===== src/rtl/ms_sync_source.sv =====
// Master-side producer: buffers upstream values in a FIFO and releases one per
// period tick onto s_out, strobing s_out_sync for the cycle the value changes.
module ms_sync_source #(
   parameter int unsigned PERIOD = 4,
   parameter int unsigned DEPTH  = 4,
   parameter int unsigned UCNT_W = 16
) (
   input  logic                     clk,
   input  logic                     rst,
   input  logic                     en,
   input  logic signed [31:0]       in_data,
   input  logic                     in_valid,
   output logic                     in_ready,
   output logic signed [31:0]       s_out,
   output logic                     s_out_sync,
   output logic [UCNT_W-1:0]        underrun_cnt,
   output logic                     phase
);

   localparam int unsigned AW = $clog2(DEPTH);
   localparam int unsigned CW = (PERIOD > 1) ? $clog2(PERIOD) : 1;

   typedef enum logic {
      SECTION_A = 1'b0,
      SECTION_B = 1'b1
   } phase_t;

   phase_t             state_q;
   logic [CW-1:0]      cnt;
   logic [31:0]        mem [DEPTH];
   logic [AW-1:0]      wr_ptr;
   logic [AW-1:0]      rd_ptr;
   logic [AW:0]        fill;
   logic               tick;
   logic               push;
   logic               pop;

   // Pop decisions use the registered fill level, so a value pushed on a tick
   // edge is never released by that same tick.
   assign tick     = en && (cnt == CW'(PERIOD - 1));
   assign in_ready = (fill < (AW + 1)'(DEPTH));
   assign push     = in_valid && in_ready;
   assign pop      = tick && (fill != '0);
   assign phase    = (state_q == SECTION_B);

   always_ff @(posedge clk) begin
      if (push) mem[wr_ptr] <= in_data;
   end

   always_ff @(posedge clk or posedge rst) begin
      if (rst) begin
         state_q      <= SECTION_A;
         cnt          <= '0;
         wr_ptr       <= '0;
         rd_ptr       <= '0;
         fill         <= '0;
         s_out        <= '0;
         s_out_sync   <= 1'b0;
         underrun_cnt <= '0;
      end else begin
         if (push) wr_ptr <= wr_ptr + 1'b1;
         if (pop)  rd_ptr <= rd_ptr + 1'b1;

         if (push && !pop)      fill <= fill + 1'b1;
         else if (pop && !push) fill <= fill - 1'b1;

         s_out_sync <= pop;
         if (pop) s_out <= mem[rd_ptr];

         if (!en || tick) cnt <= '0;
         else             cnt <= cnt + 1'b1;

         if ((state_q == SECTION_B) && tick && (fill == '0) && (underrun_cnt != '1))
            underrun_cnt <= underrun_cnt + 1'b1;

         case (state_q)
            SECTION_A: if (pop) state_q <= SECTION_B;
            SECTION_B: if (!en) state_q <= SECTION_A;
            default:   state_q <= SECTION_A;
         endcase
      end
   end

endmodule


===== config.mk =====
export PLATFORM = sky130hd
export DESIGN_NAME = ms_sync_source
export DESIGN_NICKNAME = d
export VERILOG_FILES = /design/src/rtl/ms_sync_source.sv
export SDC_FILE = /design/constraint.sdc
export NUM_CORES = 1
export LEC_CHECK = 0
export CORE_MARGIN = 2
export CORE_UTILIZATION = 55
export DETAILED_ROUTE_END_ITERATION = 6
export MAX_ROUTING_LAYER = met4
export PLACE_DENSITY = 0.87
export SKIP_CTS_REPAIR_TIMING = 1
export SYNTH_ARGS = -nofsm -noshare
export SYNTH_HDL_FRONTEND = slang
export SYNTH_SLANG_ARGS = --single-unit

===== constraint.sdc =====
create_clock -name clk -period 2.4 [get_ports clk]
set_input_delay 0.36 -clock clk [delete_from_list [all_inputs] [get_ports clk]]
set_output_delay 0.36 -clock clk [all_outputs]
set_load 0.01 [all_outputs]

==> results of run 1 <==
==> layer usage <==
layer  up-vias  part of all wire  GRT usage
met2       124              0.52     0.3355
met4         0             0.013    0.07143
met1      1893              0.41     0.2561
met5         -                 0          -
met3        18             0.051    0.04875
li1       1635                 -          -
==> layout make-up <==
type,instances,share of cell area
Sequential cell,187,0.5946
Multi-Input combinational cell,153,0.2003
Timing Repair Buffer,100,0.1163
Clock buffer,25,0.05759
Tap cell,172,0.02404
Clock inverter,7,0.004193
Inverter,7,0.002935
==> cell families after synthesis <==
| kind of cell | after synthesis | share of synthesized area |
|---|---|---|
| buffers and inverters | 19 | 0.01474 |
| multiplexers | 68 | 0.1564 |
| AO/OA/AOI/OAI | 5 | 0.004336 |
| adder cells (fa/ha/maj) | 8 | 0.01491 |
| XOR/XNOR | 18 | 0.02185 |
| AND/OR/NAND/NOR | 54 | 0.05030 |
| flip-flops | 187 | 0.7374 |
==> worst max path at each step <==
stage | slack [ns] | start | depth (start not counted) | to
after floorplan | 0.43 | fill[0] | 8 | fill[2]
after global placement | 0.29 | en | 6 | fill[1]
after detailed placement | 0.21 | in_valid | 8 | fill[2]
after CTS | 0.24 | fill[0] | 8 | fill[2]
after global routing | 0.08 | fill[0] | 8 | fill[2]
final | 0.22 | fill[0] | 8 | fill[2]
==> state kept, by name, indices dropped and copies added (netlist names) <==
register and flops:
mem 128, s_out 32, underrun_cnt 16, fill 3, cnt 2, rd_ptr 2
wr_ptr 2, phase 1, s_out_sync 1
==> cells in the final DEF, fill, tap and decap left out, types with 5 or more instances in the layout <==
master and n:
edfxtp_1 128, clkdlybuf4s50_1 86, dfrtp_1 57, mux2_2 34, mux4_2 32, clkbuf_16 17
xor2_1 12, nand3_1 9, buf_4 8, nand2_1 7, ha_1 7, xnor2_1 6
clkbuf_8 6, clkinv_2 6, buf_12 6, inv_1 5
==> power by group <==
group	total, mW	switching, mW	internal (mW)
registers	4.42	0.325	4.10
clock network	2.58	1.10	1.48
logic	2.47	1.03	1.44
==> reports/qor.csv, run 1 <==
metric;value;unit
core area;0.01272;sq mm
Reg2Reg Depth;8;
most numerous cell in the Yosys netlist;edfxtp_1;
via density per instance;5.637;
area occupied by registers;0.005323;sq mm
CTS clock-pin slew for the worst setup and hold paths;0.07;ns
DR pass1 iterations;5;
Yosys warning total;0;
top cells by count, synth;edfxtp_1, dfrtp_1, mux2_2;
die area;0.01405;sq mm
largest net degree at the start of global routing;38;
ys flop type;edfxtp_1;
Setup CP Type;flop to flop;
worst-path maximum fanout;4;
multi-input logic area;0.001793;sq mm
vias in the first global route;3924;
post-synth top area cell;edfxtp_1;
mapped cell area;0.007214;sq mm
syn nets;403;
Ant. Diodes;0;
type of the worst min-delay path;primary input to asynchronous set/reset pin;
CTS Sinks;187;
Fin Hold WS;0.3071;ns
Final period util;0.9095;
fill cell count;818;
gr ovfl total;0;
Required @ worst endpoint;2.76;ns
slowest CP cell;dfrtp_1;
Synth top area share;0.5328;
worst skew pair latency;0.43;ns
design area;0.008951;sq mm
final WL;13.05;mm
crit-path max cell delay;0.45;ns
final antenna-violating net count;0;
# nets final;510;
wire length per cell;20.05;um
Die H;118.5;um
proportion of layout cells with a drive suffix above 1;0.2630;
status;complete, no violations;
global-route wire length before repair;21.03;mm
family with the most delay on the worst path;simple AND/OR/NAND/NOR gates;
TritonCTS clock tree;built;
GPL Wtd Cong;0.9229;
Post-Syn Area per Cell;20.10;sq um
routed via count;3670;
Fin Clk Skew;0.01185;ns
fmax;0.4581;GHz
Cell variety after synth;38;
Final WS setup;0.2172;ns
#FFs+latches synth;187;
initial antenna violation count;0;
Post-Synthesis Cells;359;
number of enable flip-flop cells after synthesis;128;
Final Hold Viols;0;
Tot GR Track Use;0.2060;
FF-to-FF setup slack;0.22;ns
port bufs;86;
FF-to-FF Start;fill[0];
CP Capture Type;flop;
Final Slew Violations;0;
Detail Placement HPWL;8.481;mm
Peak VDD IR;0.8079;mV
Post-Layout Cell Count;651;
dpl cell area;0.008398;sq mm
FFs w/ async S/R, synth;0.3155;
main area contributors after synthesis;edfxtp_1, dfrtp_1, mux4_2;
Rows;41;
H-tree levels;4;
Slew HR;0.6262;
Total Power;9.469;mW
Max-Cap Viols;0;
critical path arrival;2.54;ns
worst setup slack after placement;0.2149;ns
startpoint types;flop;
Area Growth Syn to Fin;24.07;%
post-synthesis sequential area ratio;0.7374;
Worst Tran Pin Value;0.5599;ns
Pwr Density;1058;mW/mm^2
Worst R2R End;fill[2];
RSZ-0062 raised after global routing;false;
CTS root buf;clkbuf_16;
Die Span X;118.5;um
CP Cell Sequence;or3_1 > nand3_2 > ha_1 > inv_1 > fa_1 > xor2_1 > nor2_1 > xnor2_1;
drt drc;0;
clock tree buffer depth;2;
final critical-path required period;2.183;ns
Crit path buffers/inverters;1;
CTS Buf Count;17;
Core Util, Final;0.7036;
Setup TNS;0;ns
setup violators final;0;
1st-iter DRT viols;388;
placed cells;619;
Initial Utilization;0.5671;
IO Pins;87;
Leakage;3.296;nW
Note: power is estimated with default switching activity, not from simulation.
==> inputs of run 2 (changes only) <==
--- a/config.mk
+++ b/config.mk
@@ -6,10 +6,10 @@
 export NUM_CORES = 1
 export LEC_CHECK = 0
 export CORE_MARGIN = 2
-export CORE_UTILIZATION = 55
+export CORE_UTILIZATION = 50
 export DETAILED_ROUTE_END_ITERATION = 6
 export MAX_ROUTING_LAYER = met4
-export PLACE_DENSITY = 0.87
+export PLACE_DENSITY = 0.84
 export SKIP_CTS_REPAIR_TIMING = 1
 export SYNTH_ARGS = -nofsm -noshare
 export SYNTH_HDL_FRONTEND = slang
==> constraint.sdc (replaced) <==
create_clock -name clk -period 1.8 [get_ports clk]
set_input_delay 0.27 -clock clk [delete_from_list [all_inputs] [get_ports clk]]
set_output_delay 0.27 -clock clk [all_outputs]
set_load 0.01 [all_outputs]
==> reports/qor.csv, run 2 (synthesis gave the netlist of run 1 again) <==
metric;value;unit
status;finished with violations;
failing checks;negative setup slack;
Critical Path Stages;8;
area occupied by registers;0.005330;sq mm
Biggest register;mem;
slowest CP cell;or3_1;
CP Capture Type;flop;
1st-iter DRT viols;309;
GPL Wtd Cong;0.8708;
placed cells;645;
clock network power share;0.264;
Pwr Density;1386;mW/mm^2
DR pass1 iterations;4;
Area Growth Syn to Fin;27.18;%
via density per instance;5.448;
vias in the first global route;3912;
Final WS setup;-0.1189;ns
Slew HR;0.7564;
CTS Buf Count;17;
Leakage;3.379;nW
CP Cell Sequence;or3_1 > nand3_2 > ha_4 > inv_2 > fa_2 > xor2_1 > nor2_1 > xnor2_1;
# nets final;529;
clock tree buffer depth;2;
Setup TNS;-0.2750;ns
most common cell after layout, fill and taps aside;edfxtp_1;
largest net degree at the start of global routing;60;
proportion of layout cells with a drive suffix above 1;0.3153;
critical path arrival;2.27;ns
Required @ worst endpoint;2.15;ns
Die Span X;124.1;um
Reg2Reg Depth;8;
Ant. Diodes;0;
final WL;13.05;mm
Die H;124.1;um
gr ovfl total;0;
Worst Tran Pin Value;0.3620;ns
max reg flops;128;
Max-Cap Viols;0;
die area;0.01541;sq mm
worst skew pair latency;0.43;ns
worst setup slack after placement;-0.3334;ns
Post-Layout Cell Count;678;
H-tree levels;4;
core area;0.01399;sq mm
fill cell count;931;
Final Slew Violations;0;
Crit path buffers/inverters;1;
initial antenna violation count;0;
TritonCTS clock tree;built;
register share of total power;0.460;
Gate power share;0.276;
most frequent cells in the layout;edfxtp_1, clkdlybuf4s50_1, dfrtp_1;
switch share;0.2603;
Final Hold Viols;0;
type of the worst min-delay path;primary input to asynchronous set/reset pin;
P_sw;3.310;mW
Tot GR Track Use;0.1914;
Pint;9.406;mW
CTS clock-pin slew for the worst setup and hold paths;0.06;ns
Fin Clk Skew;0.006909;ns
Detail Placement HPWL;8.574;mm
Initial Utilization;0.5157;
fmax;0.5211;GHz
setup violators final;3;
final antenna-violating net count;0;
startpoint types;flop;
wire length per cell;19.25;um
worst-path maximum fanout;2;
design area;0.009175;sq mm
port bufs;86;
dpl cell area;0.008593;sq mm
crit-path max cell delay;0.42;ns
Top Registers;mem x128, s_out x32, underrun_cnt x16;
CTS root buf;clkbuf_16;
Rows;43;
global-route wire length before repair;20.54;mm
drt drc;0;
multi-input logic area;0.001852;sq mm
CTS Sinks;187;
Final period util;1.066;
Setup CP Type;flop to flop;
family with the most delay on the worst path;simple AND/OR/NAND/NOR gates;
IO Pins;87;
Peak VDD IR;0.9799;mV
routed via count;3694;
final critical-path required period;1.919;ns
RSZ-0062 raised after global routing;true;
[run 2: cell types whose count changed in the layout (fill, tap and decap cells not counted), moves of 3 or more]
cell / previous run / this run
buf_12: 6 / 9
dfrtp_1: 57 / 51
clkbuf_8: 6 / 0
buf_4: 8 / 24
dfrtp_2: 2 / 8
[run 2: worst min-delay path: stages]
cell,delay (ns)
clkdlybuf4s50_1,0.41
inv_2,0.07
buf_12,0.29
[run 2: power by group through the flow]
stage          logic, mW  registers (mW)  clock network, mW
4_1_cts             3.53            5.86               3.42
3_5_place_dp        3.52            5.94                  0
5_1_grt             3.80            5.94               3.62
2_1_floorplan       1.83            5.98                  0
3_3_place_gp        3.42            5.87                  0
6_report            3.51            5.85               3.35
[run 2: routing by layer]
metal / share of wire / vias to the layer above / global-route usage
li1: - / 1662 / -
met2: 0.50 / 96 / 0.2999
met3: 0.055 / 17 / 0.05678
met5: 0 / - / -
met4: 0.016 / 0 / 0.07233
met1: 0.43 / 1919 / 0.2382
[run 2: final timing paths]
path	to	from	slack, ns
max in group asynchronous	underrun_cnt[5]	rst	1.29
hold / removal	s_out[11]	rst	0.22
hold reg to reg	cnt[0]	cnt[0]	0.45
min in group clk	cnt[0]	cnt[0]	0.45
setup reg to reg	fill[2]	fill[2]	-0.12
setup / recovery	fill[2]	fill[2]	-0.12
[run 2: layout make-up]
cell class / instances / area share
inverters: 7 / 0.002864
multi-input cells: 153 / 0.2018
repair buffers: 119 / 0.1331
flip-flops and latches: 187 / 0.5809
clock inverters: 11 / 0.008728
clock buffers: 21 / 0.04800
well taps: 180 / 0.02455
[run 2: per-stage QoR]
stage | power (mW) | util | hold WS, ns
final | 12.72 | 0.6559 | 0.2229
after global routing | 13.36 | 0.6559 | 0.2499
after CTS | 12.80 | 0.6515 | 0.2298
after detailed placement | 9.453 | 0.6143 | 0.4398
after global placement | 9.290 | 0.6143 | 0.4264
after floorplan | 7.807 | - | 0.3689
